## config.mk

```make
export PLATFORM = sky130hd
export DESIGN_NAME = spi_host
export DESIGN_NICKNAME = d
export VERILOG_FILES = /design/src/rtl/spi_host.sv
export SDC_FILE = /design/constraint.sdc
export NUM_CORES = 1
export LEC_CHECK = 0
export CAP_MARGIN = 40
export CORE_UTILIZATION = 45
export CTS_CLUSTER_SIZE = 28
export DETAILED_ROUTE_END_ITERATION = 7
export PLACE_DENSITY = 0.65
export SLEW_MARGIN = 5
export SYNTH_ARGS = -nofsm -noshare
export SYNTH_HDL_FRONTEND = slang
export SYNTH_SLANG_ARGS = --single-unit
```

## constraint.sdc

```tcl
create_clock -name clk -period 2.5 [get_ports clk]
set_input_delay 0.375 -clock clk [delete_from_list [all_inputs] [get_ports clk]]
set_output_delay 0.375 -clock clk [all_outputs]
set_load 0.005 [all_outputs]
```

## src/rtl/spi_host.sv

```systemverilog
// Mode-0 SPI host issuing 16-bit register read/write frames.
// Each frame is SHIFT, then HOLD (ss still low), then an inter-frame GAP with ss high.
module spi_host #(
  parameter int CLKDIV = 4
) (
  input  logic       clk,
  input  logic       rst,
  input  logic       start,
  input  logic       rnw,
  input  logic [3:0] addr,
  input  logic [7:0] wdata,
  output logic [7:0] rdata,
  output logic       busy,
  output logic       done,
  output logic       ss,
  output logic       sclk,
  output logic       mosi,
  input  logic       miso
);

  // state | meaning
  // IDLE  | waiting for start, ss high
  // SHIFT | 16 sclk periods, mosi driven and miso sampled
  // HOLD  | sclk low, ss still low, for CLKDIV cycles
  // GAP   | ss high, busy still high, for CLKDIV cycles
  localparam logic [1:0] IDLE  = 2'd0;
  localparam logic [1:0] SHIFT = 2'd1;
  localparam logic [1:0] HOLD  = 2'd2;
  localparam logic [1:0] GAP   = 2'd3;

  localparam logic [15:0] DIV_M1 = 16'(CLKDIV - 1);

  logic [1:0]  state;
  logic [15:0] cnt;
  logic [3:0]  bitcnt;
  logic [14:0] sreg;     // frame bits 14:0; bit 15 is driven onto mosi directly at acceptance
  logic [7:0]  rx;
  logic        rnw_q;
  logic        just_idle;

  always_ff @(posedge clk) begin
    if (rst) begin
      state     <= IDLE;
      cnt       <= '0;
      bitcnt    <= '0;
      sreg      <= '0;
      rx        <= '0;
      rnw_q     <= 1'b0;
      just_idle <= 1'b0;
      rdata     <= '0;
      busy      <= 1'b0;
      done      <= 1'b0;
      ss        <= 1'b1;
      sclk      <= 1'b0;
      mosi      <= 1'b0;
    end else begin
      done      <= 1'b0;
      just_idle <= 1'b0;
      case (state)
        IDLE: begin
          // A start arriving in the cycle busy falls is dropped, not held over.
          if (start && !just_idle) begin
            sreg   <= {3'b000, addr, (rnw ? 8'h00 : wdata)};
            rnw_q  <= rnw;
            mosi   <= rnw;
            ss     <= 1'b0;
            busy   <= 1'b1;
            cnt    <= DIV_M1;
            bitcnt <= '0;
            state  <= SHIFT;
          end
        end
        SHIFT: begin
          if (cnt == 16'd0) begin
            cnt <= DIV_M1;
            if (!sclk) begin
              sclk <= 1'b1;
              rx   <= {rx[6:0], miso};
            end else begin
              sclk <= 1'b0;
              if (bitcnt == 4'd15) begin
                mosi  <= 1'b0;
                state <= HOLD;
              end else begin
                bitcnt <= bitcnt + 4'd1;
                mosi   <= sreg[14];
                sreg   <= {sreg[13:0], 1'b0};
              end
            end
          end else begin
            cnt <= cnt - 16'd1;
          end
        end
        HOLD: begin
          if (cnt == 16'd0) begin
            ss    <= 1'b1;
            done  <= 1'b1;
            cnt   <= DIV_M1;
            state <= GAP;
            if (rnw_q) rdata <= rx;
          end else begin
            cnt <= cnt - 16'd1;
          end
        end
        default: begin
          if (cnt == 16'd0) begin
            busy      <= 1'b0;
            just_idle <= 1'b1;
            state     <= IDLE;
          end else begin
            cnt <= cnt - 16'd1;
          end
        end
      endcase
    end
  end

endmodule

```

==> results.py, run 1 <==
metrics = {
    "detailed_routing": {
        "vias": 2704,
        "drtIter0Drc": 183,
        "viasPerCell": 5.83,
        "ant_nets": 0,
        "drt_first_pass_iters": 4,
        "drc": 0,
        "wirelength_um": 6920,
        "wl_per_cell_um": 14.9,
    },
    "pwr": {
        "irDropWorstVdd_v": 0.000492,
        "p_int_mw": 2.30,
        "power_switching_mw": 1.81,
        "pwr-share-comb_pct": 51.1,
        "power.leakage_nw": 1.30,
        "p_per_area_nw_per_um2": 1120,
        "netSwitchingFraction_pct": 43.9,
        "clock_power_share_pct": 18.3,
        "seqPwrFrac_pct": 30.6,
    },
    "critical_path": {
        "crit_start": "cnt[10]",
        "path_max_fanout": 14,
        "worst_path_largest_cell_delay_ns": 0.52,
        "crit_arrival_ns": 2.39,
        "cp_slowest_cell": "mux2_2",
        "path_class": "reg -> reg",
        "r2r-start": "cnt[10]",
        "crit_chain": "nor4_4 -> and4_1 -> mux2_2 -> a211oi_1",
        "crit_family": "simple AND/OR/NAND/NOR gates",
        "cp-start-kind": "flop",
        "timing.critical_path.buf_inv": 0,
        "end_kind": "flop",
        "cp.required_ns": 2.74,
    },
    "grt": {
        "grt-ovfl-total": 0,
        "grt_max_degree": 32,
        "grt_pass1_vias": 2438,
        "antenna_found_initial": 0,
        "grt_pass1_wl_um": 11700,
        "globalRouteTotalUtil_pct": 20.5,
    },
    "synthesis": {
        "async_reset_ff_share_pct": 0,
        "synthFlopType": "dfxtp_1",
        "syn_avg_cell_area_um2": 8.86,
        "synth-edff-count": 0,
        "synth_warnings": 0,
        "ys_ff_latch": 60,
        "netlist_instances": 352,
        "syn_area_um2": 3120,
        "syn_nets": 375,
        "ys_seq_area_share_pct": 38.5,
        "yosysUniqueCellTypes": 56,
    },
    "floorplan": {
        "initial_core_util_pct": 47.8,
        "die_w_um": 85.3,
        "die_h_um": 85.3,
        "rows": 29,
        "boundaryPins": 30,
        "die_area_um2": 7270,
        "core_um2": 6530,
    },
    "hold_path": {
        "min_path_type": "reg -> reg",
        "min-delay-start": "sreg[9]",
    },
    "clocking": {
        "hold_buffers": 0,
        "cts.sinks": 60,
        "htreeDepth": 3,
        "cts_tree": "done",
        "clk_latency_ns": 0.34,
        "cts_made_buffers": 9,
        "cts_buffer_depth": 2,
        "post_cts_buffers": 0,
        "cts_root_buffer": "clkbuf_8",
        "clk_pin_slew_ns": 0.07,
        "post_cts_resized": 0,
    },
    "placement": {
        "place_area_um2": 3490,
        "gp_congestion": 0.870,
        "dp.final_hpwl_um": 4700,
        "io_buffers": 29,
    },
    "timing": {
        "slew_headroom_pct": 59.3,
        "timing.final.crit_period_ns": 2.15,
        "post-route-period-util_pct": 86.1,
        "finalSetupViolCount": 0,
        "rsz0062_at_grt": "no",
        "finalHoldViolCount": 0,
        "hold_ws_ns": 0.461,
        "drv_slew": 0,
        "skew_ns": 0.00939,
        "setup_tns_ns": 0,
        "tightestPinTransition_ns": 0.608,
        "clock.fmax_ghz": 0.464,
    },
    "final_layout": {
        "final.fill_count": 620,
        "design_area_um2": 3660,
        "finish.utilization_pct": 56.0,
        "area_growth_pct": 17.3,
        "drive_gt1_share_pct": 14.0,
        "num_antenna_cells": 0,
        "final_nets": 405,
    },
    "flow_run": {
        "cap_violations": 0,
    },
    "run_status": {
        "run_status": "finished clean",
    },
}
[tightest hold or removal path, delay by kind of cell, from the launching register on]
family        cells  cell delay (ns)
simple gates      1             0.05
flops             1             0.31
mux               1             0.06
[through the flow]
| step | total power [mW] | setup slack [ns] | std cells |
|---|---|---|---|
| 2_1_floorplan | 2.82 | 0.452 | 352 |
| 3_3_place_gp | 3.34 | 0.291 | 448 |
| 3_5_place_dp | 3.36 | 0.264 | 448 |
| 4_1_cts | 4.12 | 0.353 | 464 |
| 5_1_grt | 4.40 | 0.208 | 464 |
| 6_report | 4.11 | 0.347 | 464 |
[layout by cell type (no fill, tap or decap), types with 4 or more instances in the layout]
cell | synthesis | final
mux2_2 | 11 | 11
o31ai_1 | 4 | 4
buf_4 | 3 | 13
or4_1 | 5 | 5
clkbuf_8 | 0 | 9
nor3_1 | 6 | 6
inv_1 | 8 | 8
nand3_1 | 26 | 26
o41ai_1 | 5 | 5
mux2i_1 | 15 | 15
o21ai_0 | 31 | 31
a211oi_1 | 15 | 15
nor4_1 | 4 | 4
clkdlybuf4s50_1 | 0 | 28
nor2b_1 | 9 | 9
a21oi_1 | 23 | 23
nor2_1 | 16 | 16
dfxtp_1 | 60 | 60
ha_1 | 6 | 6
nand2_1 | 27 | 27
a22oi_1 | 7 | 7
[layer usage]
metal | routed length [um] | up-vias | track usage (%) | share of wire [%]
met5 | 0 | - | 0 | 0
met4 | 119 | 0 | 10.0 | 1.7
met3 | 303 | 8 | 3.99 | 4.4
met2 | 3030 | 59 | 30.8 | 44
met1 | 3470 | 1251 | 28.3 | 50
li1 | - | 1386 | - | -
[power by group through the flow]
stage                     sequential [mW]  clock, mW  combinational (mW)
after floorplan                      1.25          0                1.57
after global placement               1.27          0                2.07
after detailed placement             1.28          0                2.08
after CTS                            1.26      0.772                2.09
after global routing                 1.28      0.810                2.31
final                                1.26      0.751                2.10
[logic make-up after synthesis]
| family | synth area share (%) |
|---|---|
| AO/OA/AOI/OAI | 23.5 |
| adder cells (fa/ha/maj) | 2.41 |
| buffers and inverters | 4.69 |
| flip-flops | 38.5 |
| multiplexers | 9.15 |
| AND/OR/NAND/NOR | 21.7 |
[synth_stat cells, types with 2 or more instances]
cell type	count	area share, %
mux2i_1	15	4.8
or4_4	2	0.72
a211oi_2	3	1.2
o41ai_1	5	1.4
or4_1	5	1.2
nor2_1	16	1.9
nor4_4	2	1.4
and4_1	2	0.56
buf_2	3	0.48
nor3_1	6	0.96
o21ai_0	31	5.0
or3_1	3	0.60
nor3b_1	2	0.48
nand4_1	3	0.60
o21a_1	2	0.48
inv_1	8	0.96
nand2b_1	2	0.40
nand2_1	27	3.2
buf_1	3	0.36
ha_1	6	2.4
clkbuf_1	13	1.6
a22oi_1	7	1.7
nor2b_1	9	1.8
mux2_2	11	4.0
a211oi_1	15	3.6
clkinv_1	2	0.24
dfxtp_1	60	39
a31oi_1	2	0.40
a21oi_1	23	3.7
buf_4	3	0.72
o211ai_1	2	0.48
nor4_1	4	0.80
o2111ai_1	2	0.56
nand3_1	26	4.2
o31ai_1	4	0.96
and2_1	3	0.60
[state kept, by name, indices dropped and copies added (netlist names)]
register   flops
sreg          15
rnw_q          1
cnt           16
just_idle      1
busy           1
ss             1
sclk           1
rdata          8
state          2
rx             8
mosi           1
done           1
bitcnt         4
[area by class of cell]
cell class | count | area, um^2 | area share (%)
sequential | 60 | 1200 | 32.8
multi-input combinational | 259 | 1770 | 48.4
tap | 77 | 96.3 | 2.63
clock buffer | 10 | 128 | 3.49
inverter | 10 | 37.5 | 1.03
timing repair buffer | 42 | 383 | 10.5
clock inverter | 6 | 41.3 | 1.13
[worst paths after layout]
| path | to | slack (ns) | cells past startpoint |
|---|---|---|---|
| worst max-delay path | cnt[2] | 0.35 | 4 |
| worst min register to register | sreg[9] | 0.46 | 2 |
| worst min-delay path | sreg[9] | 0.46 | 2 |
| worst max register to register | cnt[2] | 0.35 | 4 |
Power figures use the tool's default switching activity.
==> run 2: changes to the inputs <==
==> constraint.sdc (replaced) <==
create_clock -name clk -period 2.6 [get_ports clk]
set_input_delay 0.39 -clock clk [delete_from_list [all_inputs] [get_ports clk]]
set_output_delay 0.39 -clock clk [all_outputs]
set_load 0.005 [all_outputs]
==> run 2 against run 1 <==
Against the previous run: cell area is 1.1% higher; clock skew shrank 0.0023 ns; critical path type unchanged; largest cell class unchanged; first-iteration DRC count decreased by 27%.
==> results.py, run 2 (synthesis results as in run 1) <==
metrics = {
    "hold_path": {
        "min_path_type": "reg -> reg",
    },
    "detailed_routing": {
        "drt_first_pass_iters": 4,
        "met1_length_um": 3620,
        "drtIter0Drc": 133,
        "viasPerCell": 5.87,
        "vias": 2714,
        "wl_met3_um": 181,
        "met2_length_um": 3020,
        "routed.top_layer": "met4",
        "wirelength_um": 6950,
        "wl_per_cell_um": 15.0,
        "ant_nets": 0,
        "drc": 0,
    },
    "clocking": {
        "cts_root_buffer": "clkbuf_8",
        "cts_made_buffers": 9,
        "clk_latency_ns": 0.35,
        "cts_tree": "done",
        "hold_buffers": 0,
        "cts_buffer_depth": 2,
        "post_cts_resized": 0,
        "post_cts_buffers": 0,
        "htreeDepth": 3,
        "clk_pin_slew_ns": 0.08,
        "cts.sinks": 60,
    },
    "final_layout": {
        "area_growth_pct": 18.6,
        "num_antenna_cells": 0,
        "largest_reg_flops": 16,
        "fin_cells": 462,
        "final_common_cell": "dfxtp_1",
        "final_nets": 403,
        "top_register": "cnt",
        "reg_top3": "cnt x16, sreg x15",
        "drive_gt1_share_pct": 13.8,
        "layout_common_cells": "dfxtp_1, o21ai_0, clkdlybuf4s50_1, nand2_1, nand3_1",
    },
    "critical_path": {
        "cp_slowest_cell": "o21ai_0",
        "path_max_fanout": 13,
        "crit_arrival_ns": 2.58,
        "worst_path_largest_cell_delay_ns": 0.54,
        "path_class": "reg -> reg",
        "crit_path_frequent_cell": "o21ai_0",
        "crit_chain": "inv_1 -> ha_1 -> clkinv_1 -> o21ai_0 -> o21ai_0 -> a211oi_1",
        "cp.required_ns": 2.86,
        "cp-start-kind": "flop",
        "end_kind": "flop",
    },
    "placement": {
        "dp_cells": 446,
        "dp.final_hpwl_um": 4680,
        "gp_congestion": 0.785,
        "io_buffers": 29,
        "place_worst_setup_slack_ns": 0.307,
    },
    "timing": {
        "drv_slew": 0,
        "setup_tns_ns": 0,
        "finalSetupViolCount": 0,
        "fin_ws_ns": 0.278,
        "tightestPinTransition_ns": 0.538,
        "rsz0062_at_grt": "no",
        "clock.fmax_ghz": 0.431,
        "timing.final.crit_period_ns": 2.32,
        "slew_headroom_pct": 64.0,
        "finalHoldViolCount": 0,
        "post-route-period-util_pct": 89.3,
        "skew_ns": 0.00710,
    },
    "pwr": {
        "p_per_area_nw_per_um2": 1120,
        "power.leakage_nw": 1.32,
        "irDropWorstVdd_v": 0.000453,
    },
    "floorplan": {
        "boundaryPins": 30,
        "die_w_um": 85.3,
        "core_um2": 6530,
        "initial_core_util_pct": 47.8,
        "rows": 29,
        "die_area_um2": 7270,
        "die_h_um": 85.3,
    },
    "run_status": {
        "run_status": "finished clean",
    },
    "grt": {
        "grt-ovfl-total": 0,
        "globalRouteTotalUtil_pct": 20.4,
        "grt_pass1_wl_um": 11800,
        "antenna_found_initial": 0,
        "grt_pass1_vias": 2571,
        "grt_max_degree": 36,
    },
    "flow_run": {
        "cap_violations": 0,
    },
}
[run 2: changes by cell type in the layout (fill, tap and decap cells not counted), sizes merged]
cell      delta
inv          +1
buf          -2
clkinv       +1
bufinv       +2
clkinvlp     -3
clkbuf       -1
[run 2: per-stage QoR]
stage	power (mW)	instance area, um^2	util [%]	hold WS [ns]
2_1_floorplan	2.71	3120	-	0.435
3_3_place_gp	3.16	3470	53.2	0.442
3_5_place_dp	3.20	3470	53.2	0.452
4_1_cts	4.16	3700	56.6	0.461
5_1_grt	4.42	3700	56.6	0.484
6_report	4.14	3700	56.6	0.461
[run 2: power by group]
part           total [mW]  leakage [nW]  internal, mW  switching, mW
Clock               0.951         0.114         0.546          0.405
Combinational        1.98         0.720         0.776           1.20
Sequential           1.22         0.487          1.07          0.144
Total                4.14          1.32          2.39           1.75
[run 2: critical path: cells and delay by family, from the launching register on]
kind	cells	cell delay, ns
AOI/OAI and AO/OA	3	0.92
adders and majority gates	1	0.48
DFF	1	0.34
buffers and inverters	2	0.50
[run 2: path summary, 6_finish.rpt]
kind            start        to  depth (start not counted)  slack (ns)
max          state[1]    cnt[4]                          6        0.28
min          sreg[10]  sreg[10]                          2        0.46
max reg2reg  state[1]    cnt[4]                          6        0.28
min reg2reg  sreg[10]  sreg[10]                          2        0.46
[run 2: area by class of cell]
class                           count  area, um^2
Timing Repair Buffer               40         368
Fill cell                         616        2830
Clock inverter                      7         100
Clock buffer                        9         124
Inverter                           10        37.5
Sequential cell                    60        1200
Tap cell                           77        96.3
Multi-Input combinational cell    259        1770
[run 2: metal layers]
layer / up-vias / global-route usage, %
met3: 11 / 3.70
li1: 1386 / -
met4: 0 / 9.39
met1: 1276 / 27.6
met5: - / 0
met2: 41 / 31.7
==> run 3: changes to the inputs <==
--- a/config.mk
+++ b/config.mk
@@ -5,7 +5,8 @@
 export SDC_FILE = /design/constraint.sdc
 export NUM_CORES = 1
 export LEC_CHECK = 0
-export CAP_MARGIN = 40
+export CAP_MARGIN = 20
+export CORE_MARGIN = 3
 export CORE_UTILIZATION = 45
 export CTS_CLUSTER_SIZE = 28
 export DETAILED_ROUTE_END_ITERATION = 7
==> constraint.sdc (replaced) <==
create_clock -name clk -period 2.8 [get_ports clk]
set_input_delay 0.42 -clock clk [delete_from_list [all_inputs] [get_ports clk]]
set_output_delay 0.42 -clock clk [all_outputs]
set_load 0.005 [all_outputs]
==> run 3 against run 2 <==
Against the previous run: clock skew rose by 0.0028 ns; worst hold slack got worse by 0.0016 ns; cell area grew 0.64%; sequential share of layout area shrank 0.21 points; critical endpoint is now cnt[6].
==> results.py, run 3 (synthesis results as in run 1) <==
metrics = {
    "detailed_routing": {
        "drt_first_pass_iters": 4,
        "drc": 0,
        "viasPerCell": 5.94,
        "wirelength_um": 7140,
        "drtIter0Drc": 142,
        "ant_nets": 0,
        "wl_per_cell_um": 15.5,
        "vias": 2742,
    },
    "floorplan": {
        "initial_core_util_pct": 47.8,
        "rows": 29,
        "boundaryPins": 30,
        "die_h_um": 89.3,
        "die_w_um": 89.3,
        "core_um2": 6530,
        "die_area_um2": 7970,
    },
    "pwr": {
        "clock_power_share_pct": 24.6,
        "irDropWorstVdd_v": 0.000419,
        "p_int_mw": 2.32,
        "netSwitchingFraction_pct": 41.0,
        "seqPwrFrac_pct": 28.7,
        "pwr-share-comb_pct": 46.7,
        "power_switching_mw": 1.61,
        "power_mw": 3.93,
        "power.leakage_nw": 1.33,
        "p_per_area_nw_per_um2": 1060,
    },
    "critical_path": {
        "path_max_fanout": 15,
        "end_kind": "flop",
        "r2r-start": "state[0]",
        "cp-start-kind": "flop",
        "rr_worst_depth": 6,
        "r2r_slack_ns": 0.54,
        "crit_arrival_ns": 2.51,
        "path_class": "reg -> reg",
        "r2r_end": "cnt[6]",
        "cp.required_ns": 3.06,
    },
    "clocking": {
        "post_cts_resized": 0,
        "cts_root_buffer": "clkbuf_8",
        "cts_made_buffers": 9,
        "cts_tree": "done",
        "post_cts_buffers": 0,
        "cts.sinks": 60,
        "htreeDepth": 3,
        "cts_buffer_depth": 2,
        "hold_buffers": 0,
        "clk_pin_slew_ns": 0.08,
        "clk_latency_ns": 0.34,
    },
    "final_layout": {
        "layout_common_cells": "dfxtp_1, o21ai_0, clkdlybuf4s50_1, nand2_1, nand3_1",
        "final_common_cell": "dfxtp_1",
        "num_antenna_cells": 0,
        "fin_cells": 462,
        "area_growth_pct": 19.3,
        "drive_gt1_share_pct": 13.8,
        "final.fill_count": 601,
        "top_register": "cnt",
        "seqCellArea_um2": 1200,
        "multiInputGateArea_um2": 1770,
        "final_nets": 403,
        "largest_reg_flops": 16,
        "finish.utilization_pct": 57.0,
        "reg_top3": "cnt x16, sreg x15",
    },
    "flow_run": {
        "cap_violations": 0,
    },
    "timing": {
        "clock.fmax_ghz": 0.443,
        "slew_headroom_pct": 59.5,
        "timing.final.crit_period_ns": 2.26,
        "finalHoldViolCount": 0,
        "rsz0062_at_grt": "no",
        "finalSetupViolCount": 0,
        "skew_ns": 0.00989,
        "post-route-period-util_pct": 80.6,
        "tightestPinTransition_ns": 0.607,
        "setup_tns_ns": 0,
        "drv_slew": 0,
    },
    "grt": {
        "grt_pass1_vias": 2529,
        "grt-ovfl-total": 0,
        "globalRouteTotalUtil_pct": 19.5,
        "grt_pass1_wl_um": 12000,
        "antenna_found_initial": 0,
        "grt_max_degree": 33,
    },
    "hold_path": {
        "min_path_type": "reg -> reg",
        "hold_depth": 2,
        "min-delay-start": "sreg[10]",
        "holdPathEnd": "sreg[10]",
    },
    "placement": {
        "gp_congestion": 0.843,
        "dp_cells": 446,
        "dp.final_hpwl_um": 4750,
        "io_buffers": 29,
    },
    "run_status": {
        "run_status": "finished clean",
    },
}
[run 3: cell types whose count changed in the layout (fill, tap and decap cells not counted), sizes merged]
cell      change
clkinv        -2
clkinvlp      +1
bufinv        +1
[run 3: power by group through the flow]
stage | registers [mW] | logic (mW) | clock network, mW
after floorplan | 1.11 | 1.41 | 0
after global placement | 1.14 | 1.81 | 0
after detailed placement | 1.14 | 1.83 | 0
after CTS | 1.12 | 1.85 | 0.984
after global routing | 1.15 | 2.04 | 1.02
final | 1.13 | 1.84 | 0.968
[run 3: through the flow]
| step | cell area, um^2 | hold slack [ns] | setup WS, ns |
|---|---|---|---|
| after floorplan | 3120 | 0.435 | 0.752 |
| after global placement | 3470 | 0.442 | 0.562 |
| after detailed placement | 3470 | 0.454 | 0.532 |
| after CTS | 3720 | 0.464 | 0.526 |
| after global routing | 3720 | 0.486 | 0.359 |
| final | 3720 | 0.459 | 0.544 |
[run 3: cell type report]
type,count,share of cell area (%)
Clock buffer,9,3.33
Clock inverter,7,3.33
Inverter,10,1.01
Multi-Input combinational cell,259,47.6
Sequential cell,60,32.3
Tap cell,77,2.59
Timing Repair Buffer,40,9.88
[run 3: worst max-delay path by stage]
stage                        start  slack [ns]  cells after the start  endpoint
after global routing      state[1]        0.36                      6   sreg[0]
after global placement       start        0.56                      5    cnt[6]
after detailed placement     start        0.53                      5    cnt[6]
after CTS                 state[0]        0.53                      6    cnt[6]
after floorplan           state[0]        0.75                      7    cnt[6]
final                     state[0]        0.54                      6    cnt[6]
[run 3: critical path, stage by stage, from the launching register on]
cell and delay (ns):
dfxtp_1 0.34, inv_1 0.09, ha_1 0.55, nor4_1 0.16
and4_1 0.29, or4b_1 0.51, a211oi_1 0.23
[run 3: layer usage]
metal	global-route usage, %	wire, um	vias to the layer above
met5	0	0	-
met2	30.9	3290	57
li1	-	-	1379
met4	9.07	78	0
met1	25.7	3480	1298
met3	3.32	286	8
